**src/rtl/vga_pkg.sv**
```systemverilog
// Shared definitions for the video-memory bus arbiter and its users.
// Holds the arbiter state encoding, Wishbone widths and the default burst /
// outstanding limits that the video master logic is also built against.
package vga_pkg;

  localparam int unsigned WB_AW = 32;
  localparam int unsigned WB_DW = 32;
  localparam int unsigned WB_SW = WB_DW / 8;

  localparam int unsigned M0_BURST_MAX_DEF = 16;
  localparam int unsigned M1_BURST_MAX_DEF = 4;
  localparam int unsigned MAX_OUT_DEF      = 8;

  // Burst counter saturates, so a lone requester can stream forever.
  localparam int unsigned BURST_CNT_W = 8;

  typedef enum logic [2:0] {
    ST_IDLE   = 3'd0,
    ST_GRANT0 = 3'd1,
    ST_GRANT1 = 3'd2,
    ST_DRAIN0 = 3'd3,
    ST_DRAIN1 = 3'd4
  } arb_state_t;

endpackage

```
**src/rtl/if_wb.sv**
```systemverilog
// Pipelined Wishbone bundle.
// master drives cyc/stb/we/adr/sel/dat_m; slave drives ack/stall/dat_s.
interface if_wb;
  import vga_pkg::*;

  logic             cyc;
  logic             stb;
  logic             we;
  logic [WB_AW-1:0] adr;
  logic [WB_SW-1:0] sel;
  logic [WB_DW-1:0] dat_m;
  logic             ack;
  logic             stall;
  logic [WB_DW-1:0] dat_s;

  modport master (output cyc, stb, we, adr, sel, dat_m,
                  input  ack, stall, dat_s);
  modport slave  (input  cyc, stb, we, adr, sel, dat_m,
                  output ack, stall, dat_s);
endinterface

```
**src/rtl/wb_outstanding_ctr.sv**
```systemverilog
// Accepted-but-unacked transfer counter for the shared bus.
// Ports:
//   clk_i, rst_i  clock, async active-high reset
//   inc_i         accepted strobe this cycle
//   dec_i         ack seen on the bus this cycle
//   count_o       current outstanding count
//   full_o        count == MAX_OUT
//   empty_o       count == 0
//   spurious_o    ack arrived with nothing outstanding (ignored for counting)
module wb_outstanding_ctr #(
  parameter int unsigned MAX_OUT = 8,
  parameter int unsigned W       = $clog2(MAX_OUT + 1)
) (
  input  logic         clk_i,
  input  logic         rst_i,
  input  logic         inc_i,
  input  logic         dec_i,
  output logic [W-1:0] count_o,
  output logic         full_o,
  output logic         empty_o,
  output logic         spurious_o
);

  localparam logic [W-1:0] CNT_ONE = W'(1);
  localparam logic [W-1:0] CNT_MAX = W'(MAX_OUT);

  logic [W-1:0] count_q, count_d;
  logic         inc_ok, dec_ok;

  assign full_o     = (count_q == CNT_MAX);
  assign empty_o    = (count_q == '0);
  assign inc_ok     = inc_i & ~full_o;
  assign dec_ok     = dec_i & ~empty_o;
  assign spurious_o = dec_i & empty_o;
  assign count_o    = count_q;

  always_comb begin
    count_d = count_q;
    if (inc_ok && !dec_ok)      count_d = count_q + CNT_ONE;
    else if (dec_ok && !inc_ok) count_d = count_q - CNT_ONE;
  end

  always_ff @(posedge clk_i or posedge rst_i) begin
    if (rst_i) count_q <= '0;
    else       count_q <= count_d;
  end

endmodule

```
**src/rtl/vga_bus_arbiter.sv**
```systemverilog
// Two-way arbiter for the single video-memory Wishbone port.
// m0 (scanout) has priority, m1 (CPU/blitter) is the secondary requester.
// Ownership only changes once the bus has no outstanding transfers, and each
// side yields after its burst limit when the other side is waiting.
// Ports:
//   clk_i, rst_i  clock, async active-high reset
//   m0            scanout requester (slave side)
//   m1            CPU/blitter requester (slave side)
//   outbus        shared video-memory bus (master side)
//   err_o         sticky: ack received with no transfer outstanding
module vga_bus_arbiter
  import vga_pkg::*;
#(
  parameter int unsigned M0_BURST_MAX = M0_BURST_MAX_DEF,
  parameter int unsigned M1_BURST_MAX = M1_BURST_MAX_DEF,
  parameter int unsigned MAX_OUT      = MAX_OUT_DEF
) (
  input  logic  clk_i,
  input  logic  rst_i,
  if_wb.slave   m0,
  if_wb.slave   m1,
  if_wb.master  outbus,
  output logic  err_o
);

  localparam int unsigned OUT_W = $clog2(MAX_OUT + 1);
  localparam logic [BURST_CNT_W-1:0] BURST_ONE = BURST_CNT_W'(1);
  localparam logic [BURST_CNT_W-1:0] BURST_SAT = '1;
  localparam logic [BURST_CNT_W-1:0] M0_LIM    = BURST_CNT_W'(M0_BURST_MAX);
  localparam logic [BURST_CNT_W-1:0] M1_LIM    = BURST_CNT_W'(M1_BURST_MAX);

  arb_state_t             state_q, state_d;
  logic [BURST_CNT_W-1:0] burst_cnt_q, burst_cnt_d, burst_next;
  logic                   err_q, err_d;

  logic [OUT_W-1:0] outstanding;
  logic             full, empty, spurious;
  logic             accept, ack_fwd, own0, own1;

  assign accept  = outbus.stb & ~outbus.stall;
  // Acks with nothing outstanding are dropped here rather than forwarded.
  assign ack_fwd = outbus.ack & ~empty;
  assign own0    = (state_q == ST_GRANT0) || (state_q == ST_DRAIN0);
  assign own1    = (state_q == ST_GRANT1) || (state_q == ST_DRAIN1);

  wb_outstanding_ctr #(.MAX_OUT(MAX_OUT)) u_ctr (
    .clk_i      (clk_i),
    .rst_i      (rst_i),
    .inc_i      (accept),
    .dec_i      (outbus.ack),
    .count_o    (outstanding),
    .full_o     (full),
    .empty_o    (empty),
    .spurious_o (spurious)
  );

  always_comb begin
    outbus.cyc   = 1'b0;
    outbus.stb   = 1'b0;
    outbus.we    = 1'b0;
    outbus.adr   = '0;
    outbus.sel   = '0;
    outbus.dat_m = '0;
    m0.stall     = 1'b1;
    m1.stall     = 1'b1;
    m0.ack       = own0 & ack_fwd;
    m1.ack       = own1 & ack_fwd;
    m0.dat_s     = outbus.dat_s;
    m1.dat_s     = outbus.dat_s;
    unique case (state_q)
      ST_GRANT0: begin
        // cyc held while acks are still due, even if m0 dropped it early
        outbus.cyc   = m0.cyc | ~empty;
        outbus.stb   = m0.cyc & m0.stb & ~full;
        outbus.we    = m0.we;
        outbus.adr   = m0.adr;
        outbus.sel   = m0.sel;
        outbus.dat_m = m0.dat_m;
        m0.stall     = outbus.stall | full;
      end
      ST_GRANT1: begin
        outbus.cyc   = m1.cyc | ~empty;
        outbus.stb   = m1.cyc & m1.stb & ~full;
        outbus.we    = m1.we;
        outbus.adr   = m1.adr;
        outbus.sel   = m1.sel;
        outbus.dat_m = m1.dat_m;
        m1.stall     = outbus.stall | full;
      end
      ST_DRAIN0, ST_DRAIN1: outbus.cyc = 1'b1;
      default: ;
    endcase
  end

  always_comb begin
    burst_next = burst_cnt_q;
    if (accept && (burst_cnt_q != BURST_SAT)) burst_next = burst_cnt_q + BURST_ONE;
    state_d = state_q;
    unique case (state_q)
      ST_IDLE: begin
        if (m0.cyc)      state_d = ST_GRANT0;
        else if (m1.cyc) state_d = ST_GRANT1;
      end
      ST_GRANT0: begin
        if (!m0.cyc) begin
          if (empty) state_d = ST_IDLE;
        end else if (m1.cyc && (burst_next >= M0_LIM)) begin
          // counting this cycle's strobe yields after exactly M0_BURST_MAX
          state_d = ST_DRAIN0;
        end
      end
      ST_GRANT1: begin
        if (!m1.cyc) begin
          if (empty) state_d = ST_IDLE;
        end else if (m0.cyc && (burst_next >= M1_LIM)) begin
          state_d = ST_DRAIN1;
        end
      end
      ST_DRAIN0: if (empty) state_d = ST_GRANT1;
      ST_DRAIN1: if (empty) state_d = ST_GRANT0;
      default:   state_d = ST_IDLE;
    endcase
    burst_cnt_d = (state_d != state_q) ? '0 : burst_next;
    err_d       = err_q | spurious;
  end

  always_ff @(posedge clk_i or posedge rst_i) begin
    if (rst_i) begin
      state_q     <= ST_IDLE;
      burst_cnt_q <= '0;
      err_q       <= 1'b0;
    end else begin
      state_q     <= state_d;
      burst_cnt_q <= burst_cnt_d;
      err_q       <= err_d;
    end
  end

  assign err_o = err_q;

endmodule

```
**src/flat_wrapper.sv**
```systemverilog
// flat-port wrapper written by rule: the top's interface ports become plain ports
module vga_bus_arbiter_flat import vga_pkg::*;
#(
  parameter int unsigned M0_BURST_MAX = M0_BURST_MAX_DEF,
  parameter int unsigned M1_BURST_MAX = M1_BURST_MAX_DEF,
  parameter int unsigned MAX_OUT      = MAX_OUT_DEF
)
  (clk_i, rst_i, err_o, m0_cyc, m0_stb, m0_we, m0_adr, m0_sel, m0_dat_m, m0_ack, m0_stall, m0_dat_s, m1_cyc, m1_stb, m1_we, m1_adr, m1_sel, m1_dat_m, m1_ack, m1_stall, m1_dat_s, outbus_cyc, outbus_stb, outbus_we, outbus_adr, outbus_sel, outbus_dat_m, outbus_ack, outbus_stall, outbus_dat_s);
  if_wb m0_i ();
  if_wb m1_i ();
  if_wb outbus_i ();
  input  logic clk_i;
  input  logic rst_i;
  output logic err_o;
  input wire logic [$bits(m0_i.cyc)-1:0] m0_cyc;
  input wire logic [$bits(m0_i.stb)-1:0] m0_stb;
  input wire logic [$bits(m0_i.we)-1:0] m0_we;
  input wire logic [$bits(m0_i.adr)-1:0] m0_adr;
  input wire logic [$bits(m0_i.sel)-1:0] m0_sel;
  input wire logic [$bits(m0_i.dat_m)-1:0] m0_dat_m;
  output wire logic [$bits(m0_i.ack)-1:0] m0_ack;
  output wire logic [$bits(m0_i.stall)-1:0] m0_stall;
  output wire logic [$bits(m0_i.dat_s)-1:0] m0_dat_s;
  input wire logic [$bits(m1_i.cyc)-1:0] m1_cyc;
  input wire logic [$bits(m1_i.stb)-1:0] m1_stb;
  input wire logic [$bits(m1_i.we)-1:0] m1_we;
  input wire logic [$bits(m1_i.adr)-1:0] m1_adr;
  input wire logic [$bits(m1_i.sel)-1:0] m1_sel;
  input wire logic [$bits(m1_i.dat_m)-1:0] m1_dat_m;
  output wire logic [$bits(m1_i.ack)-1:0] m1_ack;
  output wire logic [$bits(m1_i.stall)-1:0] m1_stall;
  output wire logic [$bits(m1_i.dat_s)-1:0] m1_dat_s;
  output wire logic [$bits(outbus_i.cyc)-1:0] outbus_cyc;
  output wire logic [$bits(outbus_i.stb)-1:0] outbus_stb;
  output wire logic [$bits(outbus_i.we)-1:0] outbus_we;
  output wire logic [$bits(outbus_i.adr)-1:0] outbus_adr;
  output wire logic [$bits(outbus_i.sel)-1:0] outbus_sel;
  output wire logic [$bits(outbus_i.dat_m)-1:0] outbus_dat_m;
  input wire logic [$bits(outbus_i.ack)-1:0] outbus_ack;
  input wire logic [$bits(outbus_i.stall)-1:0] outbus_stall;
  input wire logic [$bits(outbus_i.dat_s)-1:0] outbus_dat_s;
  assign m0_i.cyc = m0_cyc;
  assign m0_i.stb = m0_stb;
  assign m0_i.we = m0_we;
  assign m0_i.adr = m0_adr;
  assign m0_i.sel = m0_sel;
  assign m0_i.dat_m = m0_dat_m;
  assign m0_ack = m0_i.ack;
  assign m0_stall = m0_i.stall;
  assign m0_dat_s = m0_i.dat_s;
  assign m1_i.cyc = m1_cyc;
  assign m1_i.stb = m1_stb;
  assign m1_i.we = m1_we;
  assign m1_i.adr = m1_adr;
  assign m1_i.sel = m1_sel;
  assign m1_i.dat_m = m1_dat_m;
  assign m1_ack = m1_i.ack;
  assign m1_stall = m1_i.stall;
  assign m1_dat_s = m1_i.dat_s;
  assign outbus_cyc = outbus_i.cyc;
  assign outbus_stb = outbus_i.stb;
  assign outbus_we = outbus_i.we;
  assign outbus_adr = outbus_i.adr;
  assign outbus_sel = outbus_i.sel;
  assign outbus_dat_m = outbus_i.dat_m;
  assign outbus_i.ack = outbus_ack;
  assign outbus_i.stall = outbus_stall;
  assign outbus_i.dat_s = outbus_dat_s;
  vga_bus_arbiter #(.M0_BURST_MAX(M0_BURST_MAX), .M1_BURST_MAX(M1_BURST_MAX), .MAX_OUT(MAX_OUT)) u_core (.clk_i(clk_i), .rst_i(rst_i), .m0(m0_i), .m1(m1_i), .outbus(outbus_i), .err_o(err_o));
endmodule
```
**config.mk**
```make
export PLATFORM = sky130hd
export DESIGN_NAME = vga_bus_arbiter_flat
export DESIGN_NICKNAME = d
export VERILOG_FILES = /design/src/rtl/vga_pkg.sv /design/src/rtl/if_wb.sv /design/src/rtl/wb_outstanding_ctr.sv /design/src/rtl/vga_bus_arbiter.sv /design/src/flat_wrapper.sv
export SDC_FILE = /design/constraint.sdc
export NUM_CORES = 1
export LEC_CHECK = 0
export CORE_AREA = 2 2 122 124
export DETAILED_ROUTE_END_ITERATION = 10
export DIE_AREA = 0 0 124 126
export HOLD_SLACK_MARGIN = 0.15
export SYNTH_ARGS = -nofsm -noshare
export SYNTH_HDL_FRONTEND = slang
export SYNTH_SLANG_ARGS = --single-unit
```
**constraint.sdc**
```tcl
create_clock -name clk_i -period 3.8 [get_ports clk_i]
set_clock_uncertainty 0.1 [all_clocks]
set_input_delay 0.76 -clock clk_i [delete_from_list [all_inputs] [get_ports clk_i]]
set_output_delay 0.76 -clock clk_i [all_outputs]
set_load 0.02 [all_outputs]
```
==> impl_results.md <==
* Sequential fraction of the synthesis area at 0.159
* 1st-pass router iterations at 4
* Mapped Cells at 303
* Die width at 124 um
* Syn nets at slightly below 500
* Hpwl dp at between 10 and 15 mm
* Synth cell types at 53
* Slew of the pin with the lowest slew margin at 0.686 ns
* Clk sink count at 16
* Crit path kind: input pin to flop
* Endpoints failing setup at 0
* Peak Freq at 279 MHz
* Via count at about 2,900
* PostCTS Resize Cnt at 0
* Synth area leaders: a22o_1 24%, buf_4 19%, dfrtp_1 16%
* Largest net degree at the start of global routing at between 50 and 60
* Met3 usage in global routing at 0.132
* Layout area overhead at 81.8%
* Die height at 126 um
* Min-delay worst type: flop to flop
* Post-Layout Cell Count at 633
* First-pass GRT wire length at about 19 mm
* RSZ-0062 raised after global routing: false
* WP buf/inv at 1
* #FFs+latches synth at 16
* CP arrival at approximately 3.6 ns
* Final ANT Viol Nets at 0
* Diode count at 0
* Maximum vdd ir drop at just under 0.3 mV
* Port bufs at around 220
* Period Utilization, post-route at 0.943
* Hold_buf cts at 0
* M2 GR Usage at 0.247
* Sequential share of power at 0.103
* WHS at about 0.38 ns
* Final Hold Vio Count at 0
* Vias in the first global route at 2,916
* CP endpoint kind: flop
* Crit path required time at roughly 3.9 ns
* Post-synth ARST share at 1.00
* Met1 GRT Util at 0.190
* Io pins at roughly 320
* GR peak layer: met2
* Pwr dens at 581 nW/um^2
* Overall Global Routing Usage at 0.168
* Outcome: finished, final reports clean
* Combinational Power Share at 0.811
* Crit path max-delay family: compound AO/OA/AOI/OAI gates
* Grt total ovfl at 0
* Cell taking the most area after synthesis: a22o_1
* Switching pwr at roughly 1200 uW
* Post-layout util at 0.321
* CTS root buffer: clkbuf_16
* WL final at approximately 14 mm
* Total core area at roughly 14,000 um^2
* CTS H-Tree Depth at 1
* Yosys warnings at 0
* Crit path launch type: input pin
* Critical-path top delay cell: o221a_1
* Setup TNS at 0 ns
* Number of max-cap violations at 0
* Initial antenna violation count at 0
* EDFF count, synth at 0
* GPL Wtd Cong at between 0.8 and 0.9
* Post-synth top area share at 0.239
* Post-CTS setup buffer count at 0
* Syn avg cell area at approximately 8.3 um^2
* CP Cell Sequence: clkdlybuf4s50_1 > and3b_1 > a32oi_2 > or4_1 > xnor2_2 > o311ai_0 > o221a_1 > mux2i_1
* DP Cell Count at 629
* Final min period at between 3 and 4 ns
* Nets@finish at between 600 and 700
* Vias per cell at 4.64
* Initial core utilization at 0.176
* Sw frac at 0.462
* Flop2flop setup slack at approximately 0.48 ns
* DRT iter0 DRCs at around 170
* Max-slew headroom at 0.539
* Final Max Tran Viols at 0
* Drt wl/cell at approximately 23 um
* Clock slew at reported path FFs at ~0.050 ns
* Clk buf depth at 2
* Most common flop cell mapped by yosys: dfrtp_1
* Drt drc at 0
* Die ar. at about 16,000 um^2
* Leakage at 0.00175 uW
* Total CTS buffers at 3
* Power share of the clock group at 0.085
* Cell Area, Synth at ~2500 um^2
* Clk Latency, worst-skew pair at between 0.2 and 0.3 ns
* Layout cells sized above 1 at 0.0579
* Row count at 44
* Largest fanout on the critical path at 9
* CP peak stage delay at roughly 0.64 ns
* Int Pwr at about 1400 uW
* TritonCTS clock tree: done
-- metal layers --
layer	wire (um)	vias to the layer above
met2	5940	192
met5	115	-
met3	2900	18
met4	131	2
li1	-	1366
met1	5360	1362
-- sequential cells by signal, indices dropped and copies added (netlist names) --
name,flops
u_core.u_ctr.count_o,4
u_core.state_q,3
u_core.burst_cnt_q,8
u_core.err_o,1
-- Yosys cell counts, drive strengths merged (2+ instances only) --
| master | instances |
|---|---|
| a21o | 2 |
| a21oi | 7 |
| a22o | 69 |
| a31oi | 2 |
| and2 | 2 |
| and3 | 2 |
| buf | 71 |
| clkbuf | 17 |
| dfrtp | 16 |
| ha | 4 |
| inv | 7 |
| mux2 | 2 |
| mux2i | 9 |
| nand2 | 17 |
| nand3 | 4 |
| nand4 | 2 |
| nor2 | 11 |
| nor2b | 4 |
| nor3 | 5 |
| nor3b | 3 |
| nor4b | 4 |
| o211ai | 8 |
| o21ai | 4 |
| or4 | 2 |
| xnor2 | 8 |
| xor2 | 3 |
-- path summary, 6_finish.rpt --
path	from	endpoint	cells after the start
worst max-delay path	m1_cyc	u_core.burst_cnt_q[0]	8
worst min-delay path	u_core.err_o	u_core.err_o	1
worst max register to register	u_core.state_q[2]	u_core.burst_cnt_q[0]	7
worst min register to register	u_core.err_o	u_core.err_o	1
max in group asynchronous	rst_i	u_core.state_q[2]	2
min in group asynchronous	rst_i	u_core.burst_cnt_q[2]	2
-- cells in the final DEF (no fill, tap or decap), types with 3 or more instances in the layout --
cell type / synthesis / routed
a21oi_1: 7 / 7
ha_1: 4 / 4
clkbuf_16: 0 / 3
nand2_1: 17 / 17
dfrtp_1: 16 / 16
nand3_1: 4 / 4
a22o_1: 69 / 69
xnor2_1: 7 / 7
nor2b_1: 4 / 3
inv_1: 6 / 6
clkdlybuf4s50_1: 0 / 219
o211ai_1: 8 / 8
nor2_1: 11 / 11
nor3_1: 5 / 5
xor2_1: 3 / 3
buf_12: 0 / 4
buf_4: 65 / 7
mux2i_1: 9 / 9
-- kinds of logic after synthesis --
family,after synthesis,share of synthesized area
AOI/OAI and AO/OA,104,0.343
xor gates and xnor gates,11,0.0411
adders and majority gates,5,0.0278
buffers and inverters,95,0.245
DFF,16,0.159
muxes,11,0.0446
and+or+nand+nor,61,0.140
-- cell type report --
type                            instances  area, um^2
Fill cell                            1465        9720
Sequential cell                        16         400
Multi-Input combinational cell        192        1520
Inverter                                7        26.3
Clock buffer                            4        88.8
Tap cell                              184         230
Timing Repair Buffer                  230        2320
-- power by group through the flow --
stage	Sequential (uW)	Combinational, uW	Clock (uW)
6_report	276	2160	227
5_1_grt	285	2290	237
4_1_cts	276	2190	234
3_5_place_dp	278	2170	0
3_3_place_gp	274	2160	0
2_1_floorplan	258	1250	0
-- metrics by stage --
stage	setup slack, ns	power, uW	cell area [um^2]
detailed placement	-0.0269	2450	4500
global placement	0.134	2440	4500
CTS	0.193	2700	4590
finish	0.216	2670	4590
floorplan	0.933	1510	2520
global route	0.0350	2810	4590
Power figures use the tool's default switching activity.
==> patch 1 (same settings) <==
The package constant `WB_DW` goes from 32 to 36.
--- a/src/rtl/vga_pkg.sv
+++ b/src/rtl/vga_pkg.sv
@@ -4,7 +4,7 @@
 package vga_pkg;
 
   localparam int unsigned WB_AW = 32;
-  localparam int unsigned WB_DW = 32;
+  localparam int unsigned WB_DW = 36;
   localparam int unsigned WB_SW = WB_DW / 8;
 
   localparam int unsigned M0_BURST_MAX_DEF = 16;
Interface: changed (6 resized); port bits go from 318 to 342. The function was not compared with the original's and may differ.
==> patch 1 against the unedited design <==
- cell area shrank 0.71%
- global-route usage is 0.68 points lower
- area after synthesis shrank 2.6%
- sequential cell count did not move
- non-clock buffer count is 11 higher
- setup slack better by 0.23 ns
- sequential power up 8.7%
- routed wire length is 5.9% lower
- total power increased by 13%
- clock power grew 2%
- register-to-register slack improved by 0.26 ns
- critical endpoint is now outbus_dat_m[7]
- largest cell class unchanged
==> patch 1: results (changes against the unedited design) <==
----------------------------------------------------
[Synth]
  Synthesized netlist net count ... 491 (+1.0%)
  Number of distinct library cells after synthesis ... 49 (-7.5%)
  Post-synthesis share of cell area spent on xor and xnor gates ... 4.63% (+0.52 points)
  Share of the synthesized area in compound gates (AO/OA/AOI/OAI) ... 34.6% (+0.35 points)
  Proportion of synthesized area in mux cells ... 1.93% (-2.5 points)
  Adder-cell share of the synthesized area ... 2.85% (+0.073 points)
  Avg Synthesized Cell Area ... 8.31 sq um (-0.27%)
  Most instantiated cells after synthesis ... 73 x sky130_fd_sc_hd__a22o_1, 73 x sky130_fd_sc_hd__buf_4, 23 x sky130_fd_sc_hd__clkbuf_1
  Proportion of synthesized chip area in sequential cells ... 16.3% (+0.42 points)

[Final layout]
  Fraction of layout cells with a size suffix above 1 ... 5.62% (-0.17 points)
  Sequential share of cell area ... 8.79% (+0.062 points)
  Layout Nets ... 641 (+1.3%)
  Count of plain and timing-repair buffers ... 241 (+4.8%)
  Fill cell count ... 1487 (+1.5%)
  Non-clk buf share ... 52.8% (+2.1 points)
  Multi-input gate area in the final layout ... 1410 sq um (-6.9%)
  Invs w/o clock ... 5 (-2)
  Count of non-filler cells in the finished layout ... 629 (-0.63%)

[Outcome]
  Result of the run ... finished clean

[Global routing]
  First-pass GRT wire length ... 18100 microns (-5.7%)
  All-layer global routing usage ... 16.1% (-0.68 points)
  GRT met2 Usage ... 27.7% (+3.0 points)
  Number of global-route vias before repair ... 2904 (-0.41%)
  Met1 demand-to-capacity share in global routing ... 14.1% (-4.9 points)

[Detailed routing]
  Uppermost layer routed ... met4
  Routed wl met2 ... 6340 microns (+6.7%)
  Drt first-iter violations ... 65 (-62%)
  Detail-routed net length per standard cell ... 21.6 microns (-5.3%)
  Met1 Routed Length ... 4160 microns (-23%)
  Routed length on met3 ... 2760 microns (-4.9%)
  DR vias/cell ... 4.52 (-2.7%)

[Setup path]
  Critical path data arrival time ... 2.50 ns (-1.14 ns)
  Peak fanout along the critical path ... 45 (+36)

[Placed design]
  Half-perimeter wire length after placement ... 11800 microns (-1.7%)
  Worst slack at placement ... 0.484 ns (+0.511 ns)
  Placed cell areas ... 4470 sq um (-0.72%)
  RePlAce Congestion ... 0.846 (-5.5%)

[Timing]
  Slew at the pin closest to its max-slew limit ... 0.816 ns (+0.131 ns)

[Power]
  Cell area power density ... 662 nW/um^2 (+14%)
  Maximum ir drop on the vdd rail ... 218 uV (-26%)
  Leakage component of the power ... 1.72 nW (-1.7%)

----------------------------------------------------
==> patch 1: power by group <==
part / internal [W] / switching (W)
clock: 0.000160 / 0.0000723
combinational: 0.00123 / 0.00125
sequential: 0.000222 / 0.0000785
total: 0.00161 / 0.00140
==> patch 1: worst max-delay path, cell delays in order (launching register included) <==
cell,delay [ns]
sky130_fd_sc_hd__dfrtp_1,0.56
sky130_fd_sc_hd__nor3b_4,0.26
sky130_fd_sc_hd__buf_4,0.43
sky130_fd_sc_hd__a22o_1,0.23
sky130_fd_sc_hd__clkdlybuf4s50_1,0.74
==> patch 1: path summary, 6_finish.rpt <==
path,from,to,slack (ns),cells after the start
max,u_core.state_q[1],outbus_dat_m[7],0.44,4
max reg2reg,u_core.u_ctr.count_o[1],u_core.u_ctr.count_o[3],0.74,11
min in group asynchronous,rst_i,u_core.burst_cnt_q[4],0.81,2
max in group asynchronous,rst_i,u_core.state_q[2],2.35,2
min reg2reg,u_core.err_o,u_core.err_o,0.38,1
min,u_core.err_o,u_core.err_o,0.38,1
==> patch 2 (config.mk and constraints unchanged) <==
Made on the original files. Re-encode `arb_state_t` (5 states) as one-hot, 5 bits wide.
--- a/src/rtl/vga_pkg.sv
+++ b/src/rtl/vga_pkg.sv
@@ -14,12 +14,12 @@
   // Burst counter saturates, so a lone requester can stream forever.
   localparam int unsigned BURST_CNT_W = 8;
 
-  typedef enum logic [2:0] {
-    ST_IDLE   = 3'd0,
-    ST_GRANT0 = 3'd1,
-    ST_GRANT1 = 3'd2,
-    ST_DRAIN0 = 3'd3,
-    ST_DRAIN1 = 3'd4
+  typedef enum logic [4:0] {
+    ST_IDLE   = 5'b00001,
+    ST_GRANT0 = 5'b00010,
+    ST_GRANT1 = 5'b00100,
+    ST_DRAIN0 = 5'b01000,
+    ST_DRAIN1 = 5'b10000
   } arb_state_t;
 
 endpackage
Check against the original RTL: same outputs for any inputs over 10 cycles, from zero or initial values and one cycle with rst_i high; not proved beyond that.
==> patch 2 against the unedited design <==
- via count up 4.9%
- area after synthesis rose by 4.1%
- maximum frequency rose by 1.1%
- cell area grew 1.1%
- sequential cell count rose by 2
- count of clock-buffer cells in the layout is the same
- first-iteration DRC count increased by 63%
- critical path depth fell by 3
- setup slack gained 0.039 ns
- routed wire length increased by 5.1%
- register-to-register slack improved by 0.41 ns
- total power shrank 21%
- critical path type is now in2out
- largest cell class unchanged
==> patch 2: results (changes against the unedited design) <==
----------------------------------------------------
[Power]
  Combinational group power ... 0.00155 W (-28%)
  Maximum ir drop on the vdd rail ... 162 uV (-45%)
  Leakage component of the power ... 1.71 nW (-2.3%)
  Sequential group power ... 0.000311 W (+13%)

[Synth]
  Synthesized netlist net count ... 507 (+4.3%)
  Share of the synthesized area in compound gates (AO/OA/AOI/OAI) ... 34.1% (-0.20 points)
  Adder-cell share of the synthesized area ... 2.67% (-0.11 points)
  Cell types with the largest area share after synthesis ... sky130_fd_sc_hd__a22o_1 23%, sky130_fd_sc_hd__buf_4 18%, sky130_fd_sc_hd__dfrtp_1 16%
  Post-synthesis share of cell area spent on xor and xnor gates ... 4.00% (-0.11 points)

[Detailed routing]
  Routed wl met2 ... 6570 microns (+11%)
  Drt first-iter violations ... 278 (+63%)
  Total wirelength of the detailed-routed design ... 15200 microns (+5.1%)
  Vias post-DR ... 3083 (+4.9%)

[Final layout]
  Multi-input gate area in the final layout ... 1560 sq um (+2.6%)
  Layout-stage area growth over the synthesis result ... 76.6%
  Non-clk buf share ... 49.3% (-1.3 points)
  Layout Nets ... 647 (+2.2%)
  Sequential share of cell area ... 9.73% (+1.0 points)
  ClkCell Share ... 1.91% (-0.021 points)

[Setup path]
  End of the worst register-to-register path ... u_core.u_ctr.count_o[3]
  Startpoint of the most critical setup path ... m0_cyc
  Critical path data arrival time ... 2.69 ns (-0.95 ns)
  Critical path destination ... outbus_stb

[Placed design]
  Half-perimeter wire length after placement ... 13300 microns (+11%)
  Placed cell count ... 643 (+2.2%)
  RePlAce Congestion ... 0.930 (+4.0%)

[Timing]
  Worst slew margin relative to its limit ... 49.2% (-4.7 points)
  Share of the cycle needed by the critical path after routing ... 93.3% (-1.0 points)

[Outcome]
  Result of the run ... finished clean

----------------------------------------------------
-- patch 2: cell types whose count changed in the layout (fill, tap and decap cells not counted), sizes merged, moves of 3 or more --
cell,delta
nor3,-3
nor4,+6
nand3,+4
buf,-4
nor4b,-3
nor2b,-3
o211ai,-6
mux2i,-6
nor2,+14
-- patch 2: worst min path at each step --
stage,start,to,depth (start not counted),slack (ns)
2_1_floorplan,u_core.u_ctr.count_o[3],u_core.u_ctr.count_o[3],1,0.38
3_3_place_gp,u_core.err_o,u_core.err_o,1,0.35
3_5_place_dp,u_core.err_o,u_core.err_o,1,0.36
4_1_cts,u_core.err_o,u_core.err_o,1,0.38
5_1_grt,u_core.err_o,u_core.err_o,1,0.39
6_report,u_core.err_o,u_core.err_o,1,0.37
-- patch 2: worst max-delay path, delay by kind of cell --
family | cells | cell delay, ns
simple gates | 2 | 0.34
compound gates | 1 | 0.31
buf+inv | 2 | 1.27
